--- config.mk ---
export PLATFORM = sky130hd
export DESIGN_NAME = uart_frame_tx
export DESIGN_NICKNAME = d
export VERILOG_FILES = /design/src/rtl/uart_frame_pkg.sv /design/src/rtl/uart_tx_handshake.sv /design/src/rtl/uart_frame_tx.sv
export SDC_FILE = /design/constraint.sdc
export NUM_CORES = 1
export LEC_CHECK = 0
export BUFFER_PORTS_ARGS = -buffer_cell sky130_fd_sc_hd__buf_2
export CORE_UTILIZATION = 30
export DETAILED_ROUTE_END_ITERATION = 12
export GPL_TIMING_DRIVEN = 1
export REMOVE_ABC_BUFFERS = 1
export SYNTH_ARGS = -nofsm -noshare
export SYNTH_HDL_FRONTEND = slang
export SYNTH_SLANG_ARGS = --single-unit
export TNS_END_PERCENT = 20
--- constraint.sdc ---
create_clock -name clk -period 3 [get_ports clk]
set_clock_uncertainty 0.05 [all_clocks]
set_input_delay 0 -clock clk [delete_from_list [all_inputs] [get_ports clk]]
set_output_delay 0 -clock clk [all_outputs]
set_load 0.05 [all_outputs]
--- src/rtl/uart_frame_pkg.sv ---
// Shared state encodings and constants for the UART response framer.
// Optional macro UART_FRAME_CHECKSUM_EN enables the trailing checksum byte.
package uart_frame_pkg;

  localparam logic [7:0] DEFAULT_SYNC_BYTE = 8'hA5;

  typedef enum logic [2:0] {
    ST_IDLE,
    ST_SYNC,
    ST_LEN,
    ST_LOAD,
    ST_PAYLOAD,
`ifdef UART_FRAME_CHECKSUM_EN
    ST_CSUM,
`endif
    ST_DONE
  } frame_state_t;

  typedef enum logic [1:0] {
    HS_IDLE,
    HS_ISSUE,
    HS_WAIT_HI,
    HS_WAIT_LO
  } hs_phase_t;

  // Byte that brings the running 8-bit sum to zero.
  function automatic logic [7:0] csum_of(input logic [7:0] sum);
    return 8'h00 - sum;
  endfunction

endpackage

--- src/rtl/uart_tx_handshake.sv ---
// Three-phase start/busy handshake towards uart_tx: one byte per byte_go.
// byte_done is combinational so the next byte can issue on the following cycle.
module uart_tx_handshake
  import uart_frame_pkg::*;
(
  input  logic       clk,
  input  logic       rst,
  input  logic       byte_go,
  input  logic [7:0] byte_in,
  output logic       byte_done,
  output logic       tx_start,
  output logic [7:0] tx_data,
  input  logic       tx_busy
);

  hs_phase_t  phase_reg;
  logic       tx_start_reg;
  logic [7:0] tx_data_reg;

  assign byte_done = (phase_reg == HS_WAIT_LO) && !tx_busy;
  assign tx_start  = tx_start_reg;
  assign tx_data   = tx_data_reg;

  always_ff @(posedge clk) begin
    if (rst) begin
      phase_reg    <= HS_IDLE;
      tx_start_reg <= 1'b0;
      tx_data_reg  <= 8'h00;
    end else begin
      tx_start_reg <= 1'b0;
      case (phase_reg)
        HS_ISSUE:   phase_reg <= HS_WAIT_HI;
        HS_WAIT_HI: if (tx_busy) phase_reg <= HS_WAIT_LO;
        HS_WAIT_LO: if (!tx_busy) phase_reg <= HS_IDLE;
        default:    phase_reg <= HS_IDLE;
      endcase
      // A new byte may start from idle or in the very cycle the previous one completes.
      if (byte_go) begin
        phase_reg    <= HS_ISSUE;
        tx_start_reg <= 1'b1;
        tx_data_reg  <= byte_in;
      end
    end
  end

endmodule

--- src/rtl/uart_frame_tx.sv ---
// Frames result words as SYNC, LEN, little-endian payload bytes and an optional
// checksum (macro UART_FRAME_CHECKSUM_EN) towards a byte-level uart_tx.
module uart_frame_tx
  import uart_frame_pkg::*;
#(
  parameter int         WORD_BYTES = 4,
  parameter logic [7:0] SYNC_BYTE  = DEFAULT_SYNC_BYTE
) (
  input  logic                    clk,
  input  logic                    rst,
  input  logic                    frame_start,
  input  logic [7:0]              frame_len,
  output logic                    frame_ready,
  input  logic [8*WORD_BYTES-1:0] s_data,
  input  logic                    s_valid,
  output logic                    s_ready,
  output logic                    tx_start,
  output logic [7:0]              tx_data,
  input  logic                    tx_busy,
  output logic                    frame_done
);

  localparam int IDX_W = (WORD_BYTES > 1) ? $clog2(WORD_BYTES) : 1;
  localparam logic [IDX_W-1:0] LAST_IDX = IDX_W'(WORD_BYTES - 1);
`ifdef UART_FRAME_CHECKSUM_EN
  localparam frame_state_t TAIL_STATE = ST_CSUM;
`else
  localparam frame_state_t TAIL_STATE = ST_DONE;
`endif

  frame_state_t            state_reg;
  logic [7:0]              len_reg;
  logic [7:0]              words_left_reg;
  logic [IDX_W-1:0]        idx_reg;
  logic [IDX_W-1:0]        idx_next;
  logic [8*WORD_BYTES-1:0] word_reg;
  logic [7:0]              word_lanes [WORD_BYTES];
  logic                    byte_go;
  logic [7:0]              byte_in;
  logic                    byte_done;
`ifdef UART_FRAME_CHECKSUM_EN
  logic [7:0]              sum_reg;
`endif

  genvar gi;
  generate
    for (gi = 0; gi < WORD_BYTES; gi++) begin : g_lane
      assign word_lanes[gi] = word_reg[8*gi +: 8];
    end
  endgenerate

  assign idx_next    = idx_reg + IDX_W'(1);
  assign frame_ready = (state_reg == ST_IDLE);
  assign s_ready     = (state_reg == ST_LOAD);
  assign frame_done  = (state_reg == ST_DONE);

  // Decides the byte to issue in the same cycle the previous byte completes,
  // which keeps the gap between bytes to a single cycle.
  always_comb begin
    byte_go = 1'b0;
    byte_in = 8'h00;
    case (state_reg)
      ST_IDLE: begin
        if (frame_start) begin
          byte_go = 1'b1;
          byte_in = SYNC_BYTE;
        end
      end
      ST_SYNC: begin
        if (byte_done) begin
          byte_go = 1'b1;
          byte_in = len_reg;
        end
      end
`ifdef UART_FRAME_CHECKSUM_EN
      ST_LEN: begin
        if (byte_done && (len_reg == 8'd0)) begin
          byte_go = 1'b1;
          byte_in = csum_of(sum_reg);
        end
      end
`endif
      ST_LOAD: begin
        if (s_valid) begin
          byte_go = 1'b1;
          byte_in = s_data[7:0];
        end
      end
      ST_PAYLOAD: begin
        if (byte_done) begin
          if (idx_reg != LAST_IDX) begin
            byte_go = 1'b1;
            byte_in = word_lanes[idx_next];
          end
`ifdef UART_FRAME_CHECKSUM_EN
          else if (words_left_reg == 8'd1) begin
            byte_go = 1'b1;
            byte_in = csum_of(sum_reg);
          end
`endif
        end
      end
      default: ;
    endcase
  end

  uart_tx_handshake u_handshake (
    .clk       (clk),
    .rst       (rst),
    .byte_go   (byte_go),
    .byte_in   (byte_in),
    .byte_done (byte_done),
    .tx_start  (tx_start),
    .tx_data   (tx_data),
    .tx_busy   (tx_busy)
  );

  always_ff @(posedge clk) begin
    if (rst) begin
      state_reg      <= ST_IDLE;
      len_reg        <= 8'h00;
      words_left_reg <= 8'h00;
      idx_reg        <= '0;
      word_reg       <= '0;
`ifdef UART_FRAME_CHECKSUM_EN
      sum_reg        <= 8'h00;
`endif
    end else begin
`ifdef UART_FRAME_CHECKSUM_EN
      // SYNC is wiped by the clear below; folding in the checksum byte is harmless.
      if (byte_go) sum_reg <= sum_reg + byte_in;
`endif
      case (state_reg)
        ST_IDLE: begin
          if (frame_start) begin
            len_reg        <= frame_len;
            words_left_reg <= frame_len;
            state_reg      <= ST_SYNC;
`ifdef UART_FRAME_CHECKSUM_EN
            sum_reg        <= 8'h00;
`endif
          end
        end
        ST_SYNC: if (byte_done) state_reg <= ST_LEN;
        ST_LEN: begin
          if (byte_done) state_reg <= (len_reg != 8'd0) ? ST_LOAD : TAIL_STATE;
        end
        ST_LOAD: begin
          if (s_valid) begin
            word_reg  <= s_data;
            idx_reg   <= '0;
            state_reg <= ST_PAYLOAD;
          end
        end
        ST_PAYLOAD: begin
          if (byte_done) begin
            if (idx_reg == LAST_IDX) begin
              words_left_reg <= words_left_reg - 8'd1;
              state_reg      <= (words_left_reg != 8'd1) ? ST_LOAD : TAIL_STATE;
            end else begin
              idx_reg <= idx_next;
            end
          end
        end
`ifdef UART_FRAME_CHECKSUM_EN
        ST_CSUM: if (byte_done) state_reg <= ST_DONE;
`endif
        ST_DONE: state_reg <= ST_IDLE;
        default: state_reg <= ST_IDLE;
      endcase
    end
  end

endmodule

==> impl_metrics.toml <==
[status]
status = "finished, final reports clean"

[yosys]
synth-simple-area-share = 0.2117
syn_area_per_cell_um2 = 8.589
synth-xor-area-share = 0
synth_top_area_frac = 0.4202
synth_fa_ha_area_frac = 0.02052
syn_area_mm2 = 0.003049
yosysTopAreaCell = "dfxtp_1"
yosys.cell_count.top_type = "nand2_1"
synth_top_family_by_area = "compound AO/OA/AOI/OAI gates"
synth.distinct_cells = 47
syn_inst = 355
synthTopCellsByArea = "dfxtp_1 (42%), nand2_1 (12%), a21oi_1 (9.4%), mux4_2 (5.9%), a21o_1 (2.5%)"
ys_seq_area_frac = 0.4202
async_flop_share = 0
synth-compound-area-share = 0.2306
synth_commonest_cells = "nand2_1 (94), dfxtp_1 (64), a21oi_1 (57)"
dominantRegCellSynth = "dfxtp_1"
yosysWarnings = 0
synthMuxAreaShare = 0.06935
ys_ff_latch = 64
synth_edf_count = 0

[grt]
grt_max_degree = 56
grt_pass1_wl_um = 13150
grt.overflow.total = 0
grt_util_all_layers = 0.1635
first_global_vias = 2633
antenna_found_initial = 0

[clock_tree]
clock_path_buffers = 2
cts.hold.buffers_added = 40
ctsHtreeMaxLevel = 3
cts_tree = "yes"
cts_buffers = 9
cts.sinks = 64
cts-root-buf = "clkbuf_8"
post_cts_buffers = 0
clkTransAtPathRegs_ps = 80
clk_latency_ps = 340
cts_resized = 0

[die]
rows = 36
ioPinCount = 57
die_w_um = 102.8
die_h_um = 102.8
core_area_mm2 = 0.009819
start_util = 0.3105
die_area_mm2 = 0.01057

[cells_and_area]
antenna_cells = 0
fin_cells = 581
fin_area_mm2 = 0.004054
drive_above_1_share = 0.2143
area_delta_synth_final_pct = 32.95
layout.nets = 493
largest_reg_flops = 32
final_util = 0.4128

[timing]
fin_crit_ps = 2414
setup_tns_ps = 0
slew_viol_final = 0
grt_setup_unrepaired = "false"
tightest_slew_ps = 1067
setup_violations = 0
slew_headroom = 0.2884
period_share = 0.8045
fmax_ghz = 0.4143
hold_ws_ps = 48.20
hold_violations = 0

[placement]
hpwl_um = 5416
gp_congestion = 0.8084
dp_cells = 525
numPortBuffers = 56
postPlaceCellArea_mm2 = 0.003426

[routing]
drc_errors = 0
wl_um = 8076
drtPass1Iterations = 7
via_count = 2813
wl_per_cell_um = 13.90
drt.antenna.violating_nets = 0
viasPerCell = 4.842
drt-initial-drc-count = 163

[power_and_ir_drop]
leakage_nw = 1.548
p_per_area_mw_per_mm2 = 582.8
peakVddDrop_mv = 0.2281

[critical_path]
cp_data_required_time_ps = 3220
critPathKind = "reg -> reg"
path_max_fanout = 16
rrSetupSlack_ps = 590
arrival_ps = 2640
start_kind = "flip-flop"
cp-end-kind = "flip-flop"

[hold_path]
hp-class = "in -> reg"

[flow_run]
cap_violations = 0
## final timing paths
kind | start | endpoint | cells after the start
setup / recovery | state_reg[2]$_SDFFE_PP0P_ | u_handshake.tx_data[0]$_SDFFE_PP0P_ | 4
hold / removal | tx_busy | u_handshake.phase_reg[0]$_SDFFE_PP0P_ | 5
setup reg to reg | state_reg[2]$_SDFFE_PP0P_ | u_handshake.tx_data[0]$_SDFFE_PP0P_ | 4
hold reg to reg | word_reg[6]$_SDFFE_PP0N_ | word_reg[6]$_SDFFE_PP0N_ | 2
## layout make-up
cell class / instances / area [µm²]
fillers: 1062 / 5766
multi-input cells: 258 / 1623
flip-flops and latches: 64 / 1281
repair buffers: 102 / 725.7
well taps: 133 / 166.4
clock buffers: 9 / 123.9
clock inverters: 7 / 103.9
inverters: 8 / 30.03
## metrics by stage
stage | setup slack (ps) | power, W
6_report | 586.4 | 0.002363
5_1_grt | 375.9 | 0.002494
4_1_cts | 596.9 | 0.002389
3_5_place_dp | 615.1 | 0.001499
3_3_place_gp | 699.3 | 0.001486
2_1_floorplan | 816.5 | 0.001331
## power by group
part | switching (W) | internal (W)
combinational | 0.000312 | 0.000220
clock | 0.000366 | 0.000478
sequential | 0.0000721 | 0.000914
## routing by layer
layer,vias to the layer above,wire (µm),global-route usage
met3,4,397,0.04475
met5,-,0,0
met2,72,3874,0.2662
met4,0,42,0.03575
li1,1446,-,-
met1,1291,3761,0.2167
## cell usage in the layout (no fill, tap or decap), drive strengths merged, types with 2 or more instances in the layout
| cell | synthesis | layout |
|---|---|---|
| ha | 5 | 5 |
| a221oi | 4 | 4 |
| mux4 | 8 | 8 |
| a222oi | 4 | 4 |
| o211ai | 2 | 2 |
| o21ai | 8 | 8 |
| nor4b | 2 | 2 |
| nor4 | 3 | 3 |
| nand2 | 94 | 94 |
| o2bb2ai | 8 | 8 |
| o32ai | 2 | 2 |
| inv | 8 | 10 |
| mux2i | 2 | 2 |
| clkinv | 0 | 3 |
| nor3b | 2 | 2 |
| dfxtp | 64 | 64 |
| nand2b | 2 | 2 |
| buf | 13 | 62 |
| o32a | 2 | 2 |
| bufinv | 0 | 2 |
| nand4 | 2 | 2 |
| nor2 | 11 | 11 |
| a21o | 10 | 10 |
| dlygate4sd3 | 0 | 40 |
| nor2b | 2 | 2 |
| nand3b | 2 | 2 |
| clkbuf | 12 | 9 |
| nor3 | 4 | 4 |
| nand3 | 6 | 6 |
| a31oi | 3 | 3 |
| a21oi | 58 | 58 |
## kinds of logic (layout without fill, tap and decap cells)
| kind of cell | Yosys count | in the layout |
|---|---|---|
| and+or+nand+nor | 135 | 135 |
| AOI/OAI and AO/OA | 107 | 107 |
| buffers and inverters | 33 | 126 |
| muxes | 11 | 11 |
| adders and majority gates | 5 | 5 |
| DFF | 64 | 64 |
## worst max-delay path: stages, from the launching register on
cell       delay, ps
dfxtp_1          710
or3b_1           660
nor3_4           530
o41ai_4          230
o2bb2ai_1        160
No activity file was read; power rests on OpenSTA's default activity.
